$ cat src/rtl/rtc_port_source.sv
// rtc_port_source: calendar/time-of-day counters served as read/write ports on the misc I/O bus
module rtc_port_source #(
    parameter int data_size     = 16,
    parameter int TICKS_PER_SEC = 100000,
    parameter int RESET_YEAR    = 2000
) (
    input  logic                 clk,
    input  logic                 rst,
    input  logic                 cs,
    input  logic [3:0]           op,
    input  logic [data_size-1:0] port,
    input  logic [data_size-1:0] data,
    output logic [data_size-1:0] result
);
    typedef logic [data_size-1:0] word_t;
    localparam int PW = $clog2(TICKS_PER_SEC);
    localparam word_t RST_F [6] = '{'0, '0, '0, word_t'(1), word_t'(1), word_t'(RESET_YEAR)};

    // days in month m of year y; out-of-range months behave as 31-day months
    function automatic word_t dim(word_t m, word_t y);
        logic leap;
        leap = (y % 4 == 0 && y % 100 != 0) || y % 400 == 0;
        return m == 2 ? (leap ? word_t'(29) : word_t'(28)) :
               (m == 4 || m == 6 || m == 9 || m == 11) ? word_t'(30) : word_t'(31);
    endfunction

    logic [PW-1:0] presc_q, presc_d;
    word_t         f_q [6];
    word_t         f_d [6];
    word_t         sh_q [6];
    word_t         rd_val;
    logic          tick_flag_q;
    logic          rd, wr, wr_live, at_term, tick, c;
    logic [5:0]    wrap;
    logic [2:0]    idx;

    assign rd      = cs && op == 4'b0010;
    assign wr      = cs && op == 4'b0011;
    assign wr_live = wr && port < 6;
    assign idx     = port[2:0];
    assign at_term = presc_q == PW'(TICKS_PER_SEC - 1);
    // a write to a live field suppresses the tick: port 0 discards it, ports 1-5 defer it by holding the prescaler
    assign tick    = at_term && !wr_live;

    // prescaler, field roll-over chain with write override, and read mux
    always_comb begin
        presc_d = (wr && port == 0) ? '0 : (at_term && wr_live) ? presc_q : at_term ? '0 : presc_q + 1'b1;
        wrap[0] = f_q[0] >= word_t'(59);
        wrap[1] = f_q[1] >= word_t'(59);
        wrap[2] = f_q[2] >= word_t'(23);
        wrap[3] = f_q[3] >= dim(f_q[4], f_q[5]);
        wrap[4] = f_q[4] >= word_t'(12);
        wrap[5] = 1'b0;
        c = tick;
        for (int i = 0; i < 6; i++) begin
            f_d[i] = !c ? f_q[i] : wrap[i] ? (i >= 3 ? word_t'(1) : '0) : f_q[i] + 1'b1;
            if (wr_live && idx == 3'(i)) f_d[i] = data;
            c = c && wrap[i];
        end
        rd_val = port == 0 ? f_q[0] :
                 (port >= 1 && port <= 5) ? sh_q[idx] :
                 port == 6 ? word_t'(tick_flag_q) : '0;
    end

    // state registers; a port-0 read snapshots minutes..years for coherent follow-up reads
    always_ff @(posedge clk or posedge rst) begin
        if (rst) begin
            presc_q     <= '0;
            f_q         <= RST_F;
            sh_q        <= RST_F;
            tick_flag_q <= 1'b0;
            result      <= '0;
        end else begin
            presc_q     <= presc_d;
            f_q         <= f_d;
            if (rd && port == 0) sh_q <= f_q;
            tick_flag_q <= tick ? 1'b1 : (rd && port == 6) ? 1'b0 : tick_flag_q;
            result      <= rd ? rd_val : '0;
        end
    end
endmodule
$ cat config.mk
export PLATFORM = sky130hd
export DESIGN_NAME = rtc_port_source
export DESIGN_NICKNAME = d
export VERILOG_FILES = /design/src/rtl/rtc_port_source.sv
export SDC_FILE = /design/constraint.sdc
export NUM_CORES = 1
export LEC_CHECK = 0
export BUFFER_PORTS_ARGS = -buffer_cell sky130_fd_sc_hd__buf_2
export CORE_UTILIZATION = 50
export CTS_BUF_LIST = sky130_fd_sc_hd__clkbuf_8 sky130_fd_sc_hd__clkbuf_16
export DETAILED_ROUTE_END_ITERATION = 16
export PLACE_DENSITY = 0.73
export SYNTH_ARGS = -nofsm -noshare
export SYNTH_HDL_FRONTEND = slang
export SYNTH_SLANG_ARGS = --single-unit
export TNS_END_PERCENT = 1
$ cat constraint.sdc
create_clock -name clk -period 9.15 [get_ports clk]
set_input_delay 1.3725 -clock clk [delete_from_list [all_inputs] [get_ports clk]]
set_output_delay 1.3725 -clock clk [all_outputs]
set_load 0.02 [all_outputs]
# Word level (Yosys, flattened, before mapping)
# Index checks and enable logic that the tools add are counted.
# totals
reg_bits,226
out_inout_bits,16
elab_cells,119
# classes
n_lt_le_gt_ge,9
n_div,2
n_eq_ne,15
n_bitwise,1
n_reduce_logical,38
addsub,7
muxes,32
# ops
cell,count
two-way mux 16 bit,22
"adder 16 x 1 -> 16 bit, second input constant",6
zero test 32 bit,2
two-way mux 17 bit,3
binary-select mux 16 bit (select 3 bit),1
"== test 16 x 3 -> 1 bit, second input constant",3
"== test 16 x 4 -> 1 bit, second input constant",2
">= comparator 16 x 6 -> 1 bit, second input constant",2
"remainder unit 16 x 7 -> 32 bit, second input constant",1
"remainder unit 16 x 9 -> 32 bit, second input constant",1
nonzero test 32 bit,1
logical AND 1 bit,21
"adder 17 x 1 -> 17 bit, second input constant",1
"== test 17 bit, second input constant",1
"== test 16 x 2 -> 1 bit, second input constant",1
">= comparator 16 x 1 -> 1 bit, second input constant",1
">= comparator 16 x 4 -> 1 bit, second input constant",1
>= comparator 16 x 5 -> 1 bit,1
">= comparator 16 x 5 -> 1 bit, second input constant",1
"<= comparator 16 x 3 -> 1 bit, second input constant",1
zero test 16 bit,1
"< comparator 16 x 3 -> 1 bit, second input constant",1
nonzero test 2 bit,7
"== test 4 x 2 -> 1 bit, second input constant",2
11 further kinds,20

# Logic depth before layout (Yosys ltp)
# Gate-level depths: netlist of run 1.
# logic_depth
word_depth,12
depth_mapped,35
depth_no_buf,33

# Worst setup path after synthesis of run 1
# Ideal clock, no wire load.
# synth_timing
path_kind,reg-to-reg
startpoint,register f_q[11] (netlist name)
endpoint,register f_q[13] (netlist name)
setup_time_ns,0.083
path_buffers,1
t_arrival_ns,7.815
stages_incl_launch_ff,34
path_slack_ns,1.252
required_ns,9.067
path_cell_list,dfrtp_1 > nor3_4 > nor2_1 > ha_1 > o31ai_4 > a21bo_2 > o211ai_2 > or3_1 > a2111oi_4 > or2b_4 > o22ai_1 > a211oi_2 > o21ai_1 > maj3_2 > a2111oi_4 > nand2_1 > mux2i_1 > a221o_1 > a211oi_4 > o31ai_2 > a21oi_2 > xnor2_1 > o41ai_2 > a31oi_1 > ha_1 > nand2b_1 > a21oi_1 > o2111ai_1 > nand2_1 > nor2_1 > clkbuf_1 > nand3_1 > xor2_1 > o21ai_0
# synth_via
elab_chain_len,10
elab_cells_between_ends,15
classes_between,1 x add/sub; 2 x div; 1 x order compare; 4 x mux; 7 x reduce/logical
# synth_lines
element,line,text
"start, declared",28,word_t f_q [6];
"start signal, assigned",69,f_q <= RST_F;
"start signal, assigned",75,f_q <= f_d;
remainder unit 16 x 7 -> 32 bit,22,leap = (y % 4 == 0 && y % 100 != 0) || y % 400 == 0;
nonzero test 32 bit,22,
logical AND 1 bit,22,
logical OR 1 bit,22,
two-way mux 1 bit,23,return m == 2 ? (leap ? word_t'(29) : word_t'(28)) :
two-way mux 2 bit,23,
>= comparator 16 x 5 -> 1 bit,51,"wrap[3] = f_q[3] >= dim(f_q[4], f_q[5]);"
logical AND 1 bit (2 in a row),58,c = c && wrap[i];
nonzero test 2 bit (no source line),--,
# Several ways; a longest one is shown, not always the timed one. The select of a mux whose other input is x is not followed.
# A chain may end at the register's enable or synchronous reset.

# Worst setup path in the final report of run 1
# layout_timing
startpoint,register f_q[13] (netlist name)
endpoint,register f_q[14] (netlist name)
# Same word-level chain as after synthesis.

==> results of run 1 <==
[timing repair]
item	in CTS	in global routing
buffers inserted	0	8
gates resized for setup	0	18
hold buffers	0	0
endpoints found under the setup margin	0	37
[routing by layer]
layer  global-route usage  vias up
met4               0.1038        2
met1               0.4142     5700
met3              0.05720       98
met2               0.4298      507
li1                     -     5361
met5              0.01515        -
[worst max-delay path by stage]
stage          slack, ns  depth (start not counted)  endpoint
2_1_floorplan       1.25                         33   f_q[13]
3_3_place_gp        0.55                         32   f_q[13]
3_5_place_dp        0.19                         32   f_q[13]
4_1_cts             0.12                         32   f_q[13]
5_1_grt             0.07                         33    f_q[3]
6_report            0.57                         31   f_q[14]
[placed cells by master (no fill, tap or decap), drive strengths merged, types with 17 or more instances in the layout]
| cell type | n |
|---|---|
| nor2 | 81 |
| buf | 81 |
| a21oi | 70 |
| o21ai | 115 |
| inv | 30 |
| a22oi | 23 |
| nor3 | 31 |
| nand4 | 19 |
| nand3 | 47 |
| dfrtp | 209 |
| a31oi | 24 |
| nand2 | 409 |
| a211oi | 17 |
| clkbuf | 29 |
| mux2 | 21 |
| nor4 | 18 |
[cells by family (layout without fill, tap and decap cells)]
group                    after synthesis  count (layout)  synth area share
AND/OR/NAND/NOR                      688             688            0.2394
AO/OA/AOI/OAI                        383             383            0.2083
flip-flops                           225             225            0.4410
buffers and inverters                 99             151           0.02949
multiplexers                          45              45           0.05185
XOR/XNOR                              19              19           0.01299
adder cells (fa/ha/maj)               18              18           0.01699
[report_power, final]
group	internal (W)	switching, W
registers	0.000996	0.000000599
clock network	0.000576	0.000408
logic	0.0000135	0.0000515
[flip-flops by register name, indices dropped and copies added (netlist names)]
| signal | cells |
|---|---|
| presc_q | 17 |
| result | 16 |
| tick_flag_q | 1 |
| sh_q | 95 |
| f_q | 96 |
[cell type report]
type	count	area (sq um)
fillers	2208	10850
multi-input cells	1153	6890
flip-flops and latches	225	5650
clock buffers	29	669.4
repair buffers	81	473.0
well taps	330	412.9
clock inverters	15	133.9
inverters	26	105.1
[cells in the mapped netlist, types with 4 or more instances]
master | number | area share
nor2b_1 | 6 | 0.0029
a22oi_1 | 22 | 0.013
a21o_1 | 12 | 0.0070
inv_1 | 26 | 0.0076
o22ai_1 | 6 | 0.0029
nand4_1 | 19 | 0.0093
a211oi_1 | 12 | 0.0070
o21ai_0 | 112 | 0.044
xnor2_1 | 6 | 0.0041
and3_1 | 15 | 0.0073
mux2_2 | 21 | 0.018
nand2_1 | 409 | 0.12
nand3_1 | 47 | 0.018
nand2b_1 | 9 | 0.0044
or3_1 | 13 | 0.0063
xor2_1 | 13 | 0.0089
a22o_1 | 16 | 0.011
o211a_1 | 4 | 0.0031
ha_1 | 14 | 0.014
mux2i_1 | 9 | 0.0070
a211o_1 | 9 | 0.0062
a21oi_2 | 7 | 0.0048
o21a_1 | 10 | 0.0059
a21oi_1 | 63 | 0.025
clkbuf_1 | 65 | 0.019
dfrtp_1 | 209 | 0.41
dfstp_2 | 16 | 0.033
buf_1 | 5 | 0.0015
nor4_1 | 18 | 0.0088
o31ai_1 | 14 | 0.0082
a31oi_1 | 23 | 0.011
o211ai_1 | 14 | 0.0082
mux4_2 | 15 | 0.026
nor3_1 | 28 | 0.011
nand4b_1 | 4 | 0.0027
and2_1 | 14 | 0.0068
nor2_1 | 81 | 0.024
a211oi_2 | 4 | 0.0039
o2111ai_1 | 5 | 0.0034
[metrics by stage]
step                setup slack [ns]  area, sq um  hold slack, ns  utilization
global placement              0.5541        13380          0.4533       0.5314
finish                        0.5689        14340          0.4662       0.5693
floorplan                      1.252        12810          0.4368            -
global route                 0.07068        14340          0.4922       0.5693
detailed placement            0.1905        13380          0.4589       0.5314
CTS                           0.1221        14180          0.4689       0.5633
[worst max-delay path, delay by kind of cell (launching register included)]
kind | cells | cell delay (ns)
XOR/XNOR | 1 | 0.08
multiplexers | 1 | 0.24
flip-flops | 1 | 0.40
AND/OR/NAND/NOR | 7 | 1.45
adder cells (fa/ha/maj) | 3 | 1.00
AO/OA/AOI/OAI | 19 | 5.27
==> results.py, run 1 <==
metrics = {
    "status": {
        "status": "finished, final reports clean",
    },
    "worst_setup_path": {
        "crit_path_end_kind": "flip-flop",
        "r2r-end": "f_q[14]",
        "worstPathMaxFanout": 12,
        "worst-setup-path-type": "flip-flop to flip-flop",
        "reg2reg_depth": 31,
        "max_stage_delay_ns": 0.54,
        "startpoint_type": "flip-flop",
        "required_ns": 9.57,
        "critPathLaunch": "f_q[13]",
        "rrSetupSlack_ns": 0.57,
        "cp.arrival_ns": 9.00,
        "cp_slowest_cell": "a2111oi_4",
        "reg2reg_from": "f_q[13]",
    },
    "logic_synthesis": {
        "ys_ff_latch": 225,
        "synth_nets": 1530,
        "netlist_area_sq_mm": 0.01281,
        "ys_types": 91,
        "synth.avg_cell_area_sq_um": 8.675,
        "synth_ff_type": "dfrtp_1",
        "synth_warnings": 0,
        "synthArstFlopShare": 1.000,
        "ys_seq_area_frac": 0.4410,
        "syn-instance-count": 1477,
        "synth_edf_count": 0,
    },
    "place": {
        "dpl.hpwl_um": 25810,
        "gp_congestion": 0.8931,
        "port_buffers": 54,
        "dpl.cell_count": 1807,
    },
    "grt": {
        "antenna_found_initial": 0,
        "overflow": 0,
        "grt_pass1_vias": 10790,
        "grt_pass1_wl_um": 59320,
        "grtUsageTotal": 0.2881,
        "grt_max_degree": 109,
    },
    "finish": {
        "syn2layout_area_growth_pct": 11.87,
        "nNetsFinal": 1564,
        "layout-drive-gt1-share": 0.1485,
        "diodes": 0,
        "layout.cells.non_filler": 1859,
    },
    "floorplanning": {
        "core_area_sq_mm": 0.02518,
        "die-height_um": 162.1,
        "ioPinCount": 55,
        "placementRows": 58,
        "initial_core_util": 0.5088,
        "die_w_um": 162.1,
        "die_area_sq_mm": 0.02627,
    },
    "timing": {
        "timing.fmax_ghz": 0.1165,
        "rsz0062_at_grt": "false",
        "finalHoldViolCount": 0,
        "timing.slew.headroom": 0.1680,
        "post-route-period-util": 0.9378,
        "tns_ns": 0,
        "finalClockSkew_ns": 0.02162,
        "fin_crit_ns": 8.581,
        "slew_violations": 0,
        "worst_slew_pin_slew_ns": 1.243,
        "setup_viol": 0,
    },
    "worst_hold_path": {
        "hold_path_depth": 2,
        "hold_path_startpoint": "sh_q[8]",
        "whs_endpoint": "sh_q[8]",
        "hold_class": "flip-flop to flip-flop",
    },
    "drt": {
        "drc_errors": 0,
        "viasPerCell": 6.276,
        "routed_wl_um": 37530,
        "wl_per_cell_um": 20.19,
        "wl_met3_um": 3275,
        "routed.top_layer": "met5",
        "postRouteAntennaNets": 0,
        "vias": 11670,
        "drt-met1-wl_um": 16290,
        "dr.pass1.iters": 5,
        "wl_met2_um": 16490,
        "drt_iter0_drc": 1118,
    },
    "clocking": {
        "cts_num_sinks": 225,
        "cts_root_buffer": "clkbuf_16",
        "clkSlewWorstSetupHoldPaths_ns": 0.06,
        "cts_max_level": 1,
        "clock_latency_ns": 0.54,
        "cts_tree": "built",
        "clock_path_buffers": 3,
        "numCtsBuffers": 24,
    },
    "pwr": {
        "max-vdd-ir-drop_mv": 0.1214,
        "power_density_mw_per_mm2": 142.7,
        "total_power_w": 0.002046,
        "leakagePower_nw": 6.535,
    },
    "job": {
        "drv_cap": 0,
    },
}
(Power assumes the default switching activity.)
==> run 2, diff against run 1 <==
RECOVER_POWER = 50   (was not set)
==> run 2 against run 1 <==
The flow now finishes with violations (max-capacitance violations, max-slew violations). Register-to-register slack lost 0.03 ns. Non-clock buffer count is the same. Clock skew is essentially flat. Critical endpoint unchanged. Worst hold slack lost 0.0012 ns.
==> results.py, run 2 (same netlist as run 1, synthesis figures left out) <==
metrics = {
    "place": {
        "gp_congestion": 0.8931,
        "port_buffers": 54,
        "place_ws_ns": 0.1905,
        "dpl.hpwl_um": 25810,
    },
    "finish": {
        "layout-drive-gt1-share": 0.1334,
        "mostFrequentLayoutCell": "nand2_1",
        "final_cell_mix": "nand2_1 (408), dfrtp_1 (209), o21ai_0 (111)",
        "syn2layout_area_growth_pct": 11.45,
        "regMostFlops": "f_q",
        "nNetsFinal": 1564,
        "largest_registers": "f_q (96), sh_q (95), presc_q (17)",
        "largest_register_ffs": 96,
        "diodes": 0,
    },
    "drt": {
        "drt_iter0_drc": 1182,
        "postRouteAntennaNets": 0,
        "drc_errors": 0,
        "wl_per_cell_um": 20.22,
        "vias": 11620,
        "dr.pass1.iters": 8,
        "viasPerCell": 6.252,
        "routed_wl_um": 37580,
    },
    "clocking": {
        "cts_tree": "built",
        "cts_root_buffer": "clkbuf_16",
        "clock_path_buffers": 3,
        "numCtsBuffers": 24,
        "cts_max_level": 1,
        "clkSlewWorstSetupHoldPaths_ns": 0.06,
        "cts_num_sinks": 225,
        "clock_latency_ns": 0.54,
        "ctsHoldBuffers": 0,
    },
    "worst_setup_path": {
        "required_ns": 9.57,
        "startpoint_type": "flip-flop",
        "path_buf_inv": 0,
        "crit_top_cell": "a21oi_1",
        "crit_path_end_kind": "flip-flop",
        "cp.arrival_ns": 9.03,
        "cp_slowest_cell": "a2111oi_4",
        "reg2reg_depth": 31,
        "critical_path.endpoint": "f_q[14]",
        "rrSetupSlack_ns": 0.54,
        "worstPathMaxFanout": 12,
        "cp_top_family": "compound AO/OA/AOI/OAI gates",
        "critPathLaunch": "f_q[13]",
        "r2r-end": "f_q[14]",
        "max_stage_delay_ns": 0.54,
        "reg2reg_from": "f_q[13]",
        "cp_num_cells": 31,
        "worst-setup-path-type": "flip-flop to flip-flop",
    },
    "timing": {
        "timing.fmax_ghz": 0.1161,
        "post-route-period-util": 0.9413,
        "worst_slew_pin_slew_ns": 4.578,
        "slew_violations": 402,
        "finalHoldViolCount": 0,
        "timing.slew.headroom": -2.052,
        "finalClockSkew_ns": 0.02137,
        "setup_ws_ns": 0.5374,
        "tns_ns": 0,
        "setup_viol": 0,
        "fin_crit_ns": 8.613,
        "rsz0062_at_grt": "false",
    },
    "floorplanning": {
        "die_area_sq_mm": 0.02627,
        "placementRows": 58,
        "die-height_um": 162.1,
        "ioPinCount": 55,
        "core_area_sq_mm": 0.02518,
        "die_w_um": 162.1,
        "initial_core_util": 0.5088,
    },
    "status": {
        "violations": "max-capacitance violations, max-slew violations",
        "status": "finished with violations",
    },
    "worst_hold_path": {
        "hold_class": "flip-flop to flip-flop",
        "hold_path_startpoint": "sh_q[8]",
    },
    "pwr": {
        "max-vdd-ir-drop_mv": 0.1225,
        "leakagePower_nw": 6.434,
        "power_density_mw_per_mm2": 143.1,
    },
    "grt": {
        "antenna_found_initial": 0,
        "overflow": 0,
        "grt_max_degree": 109,
        "grt_pass1_wl_um": 59320,
        "grtUsageTotal": 0.2881,
        "grt_pass1_vias": 10790,
    },
    "job": {
        "drv_cap": 5,
    },
}
==> run 2: cell count changes in the layout (fill, tap and decap cells not counted) <==
| cell | change |
|---|---|
| nor3_1 | +1 |
| inv_8 | -1 |
| or3_2 | +1 |
| buf_2 | -16 |
| or2_2 | -1 |
| or3_4 | -1 |
| buf_4 | -5 |
| or2_0 | +1 |
| clkinvlp_2 | +1 |
| clkbuf_1 | +21 |
| nor3_2 | -1 |
==> run 2: worst min-delay path, cell delays in order, from the launching register on <==
cell     delay [ns]
dfstp_2        0.37
nand2_1        0.05
nand2_1        0.05
==> run 2: power breakdown <==
part | internal, W | switching [W]
Clock | 0.000576 | 0.000406
Combinational | 0.0000135 | 0.0000512
Sequential | 0.000996 | 0.000000599
Total | 0.00159 | 0.000458
==> run 2: final cells by class <==
class,count,area (sq um)
well taps,330,412.9
clock inverters,15,133.9
flip-flops and latches,225,5650
clock buffers,29,669.4
multi-input cells,1153,6882
fillers,2225,10900
repair buffers,81,434.2
inverters,26,98.84
==> run 2: stage by stage <==
step / instances / hold WS [ns] / total power (W) / utilization / area (sq um)
CTS: 1851 / 0.4689 / 0.002052 / 0.5633 / 14180
global placement: 1807 / 0.4533 / 0.001079 / 0.5314 / 13380
finish: 1859 / 0.4650 / 0.002044 / 0.5671 / 14280
floorplan: 1477 / 0.4368 / 0.001044 / - / 12810
detailed placement: 1807 / 0.4589 / 0.001079 / 0.5314 / 13380
global route: 1859 / 0.4922 / 0.002091 / 0.5671 / 14280
==> run 2: how the worst min path moves through the flow <==
| stage | to | slack (ns) | depth (start not counted) |
|---|---|---|---|
| 2_1_floorplan | sh_q[8] | 0.44 | 2 |
| 5_1_grt | sh_q[91] | 0.49 | 2 |
| 3_5_place_dp | sh_q[8] | 0.46 | 2 |
| 3_3_place_gp | sh_q[29] | 0.45 | 2 |
| 4_1_cts | sh_q[8] | 0.47 | 2 |
| 6_report | sh_q[8] | 0.47 | 2 |
==> run 2: metal layers <==
layer	wire length, um	global-route usage
met1	16100	0.4142
met2	16520	0.4298
met3	3478	0.05720
met4	1438	0.1038
met5	52	0.01515
==> run 2: timing repair <==
item,4_1_cts,5_1_grt
hold endpoints to repair,0,0
resized for setup,0,18
setup endpoints to repair,0,37
buffers inserted,0,8
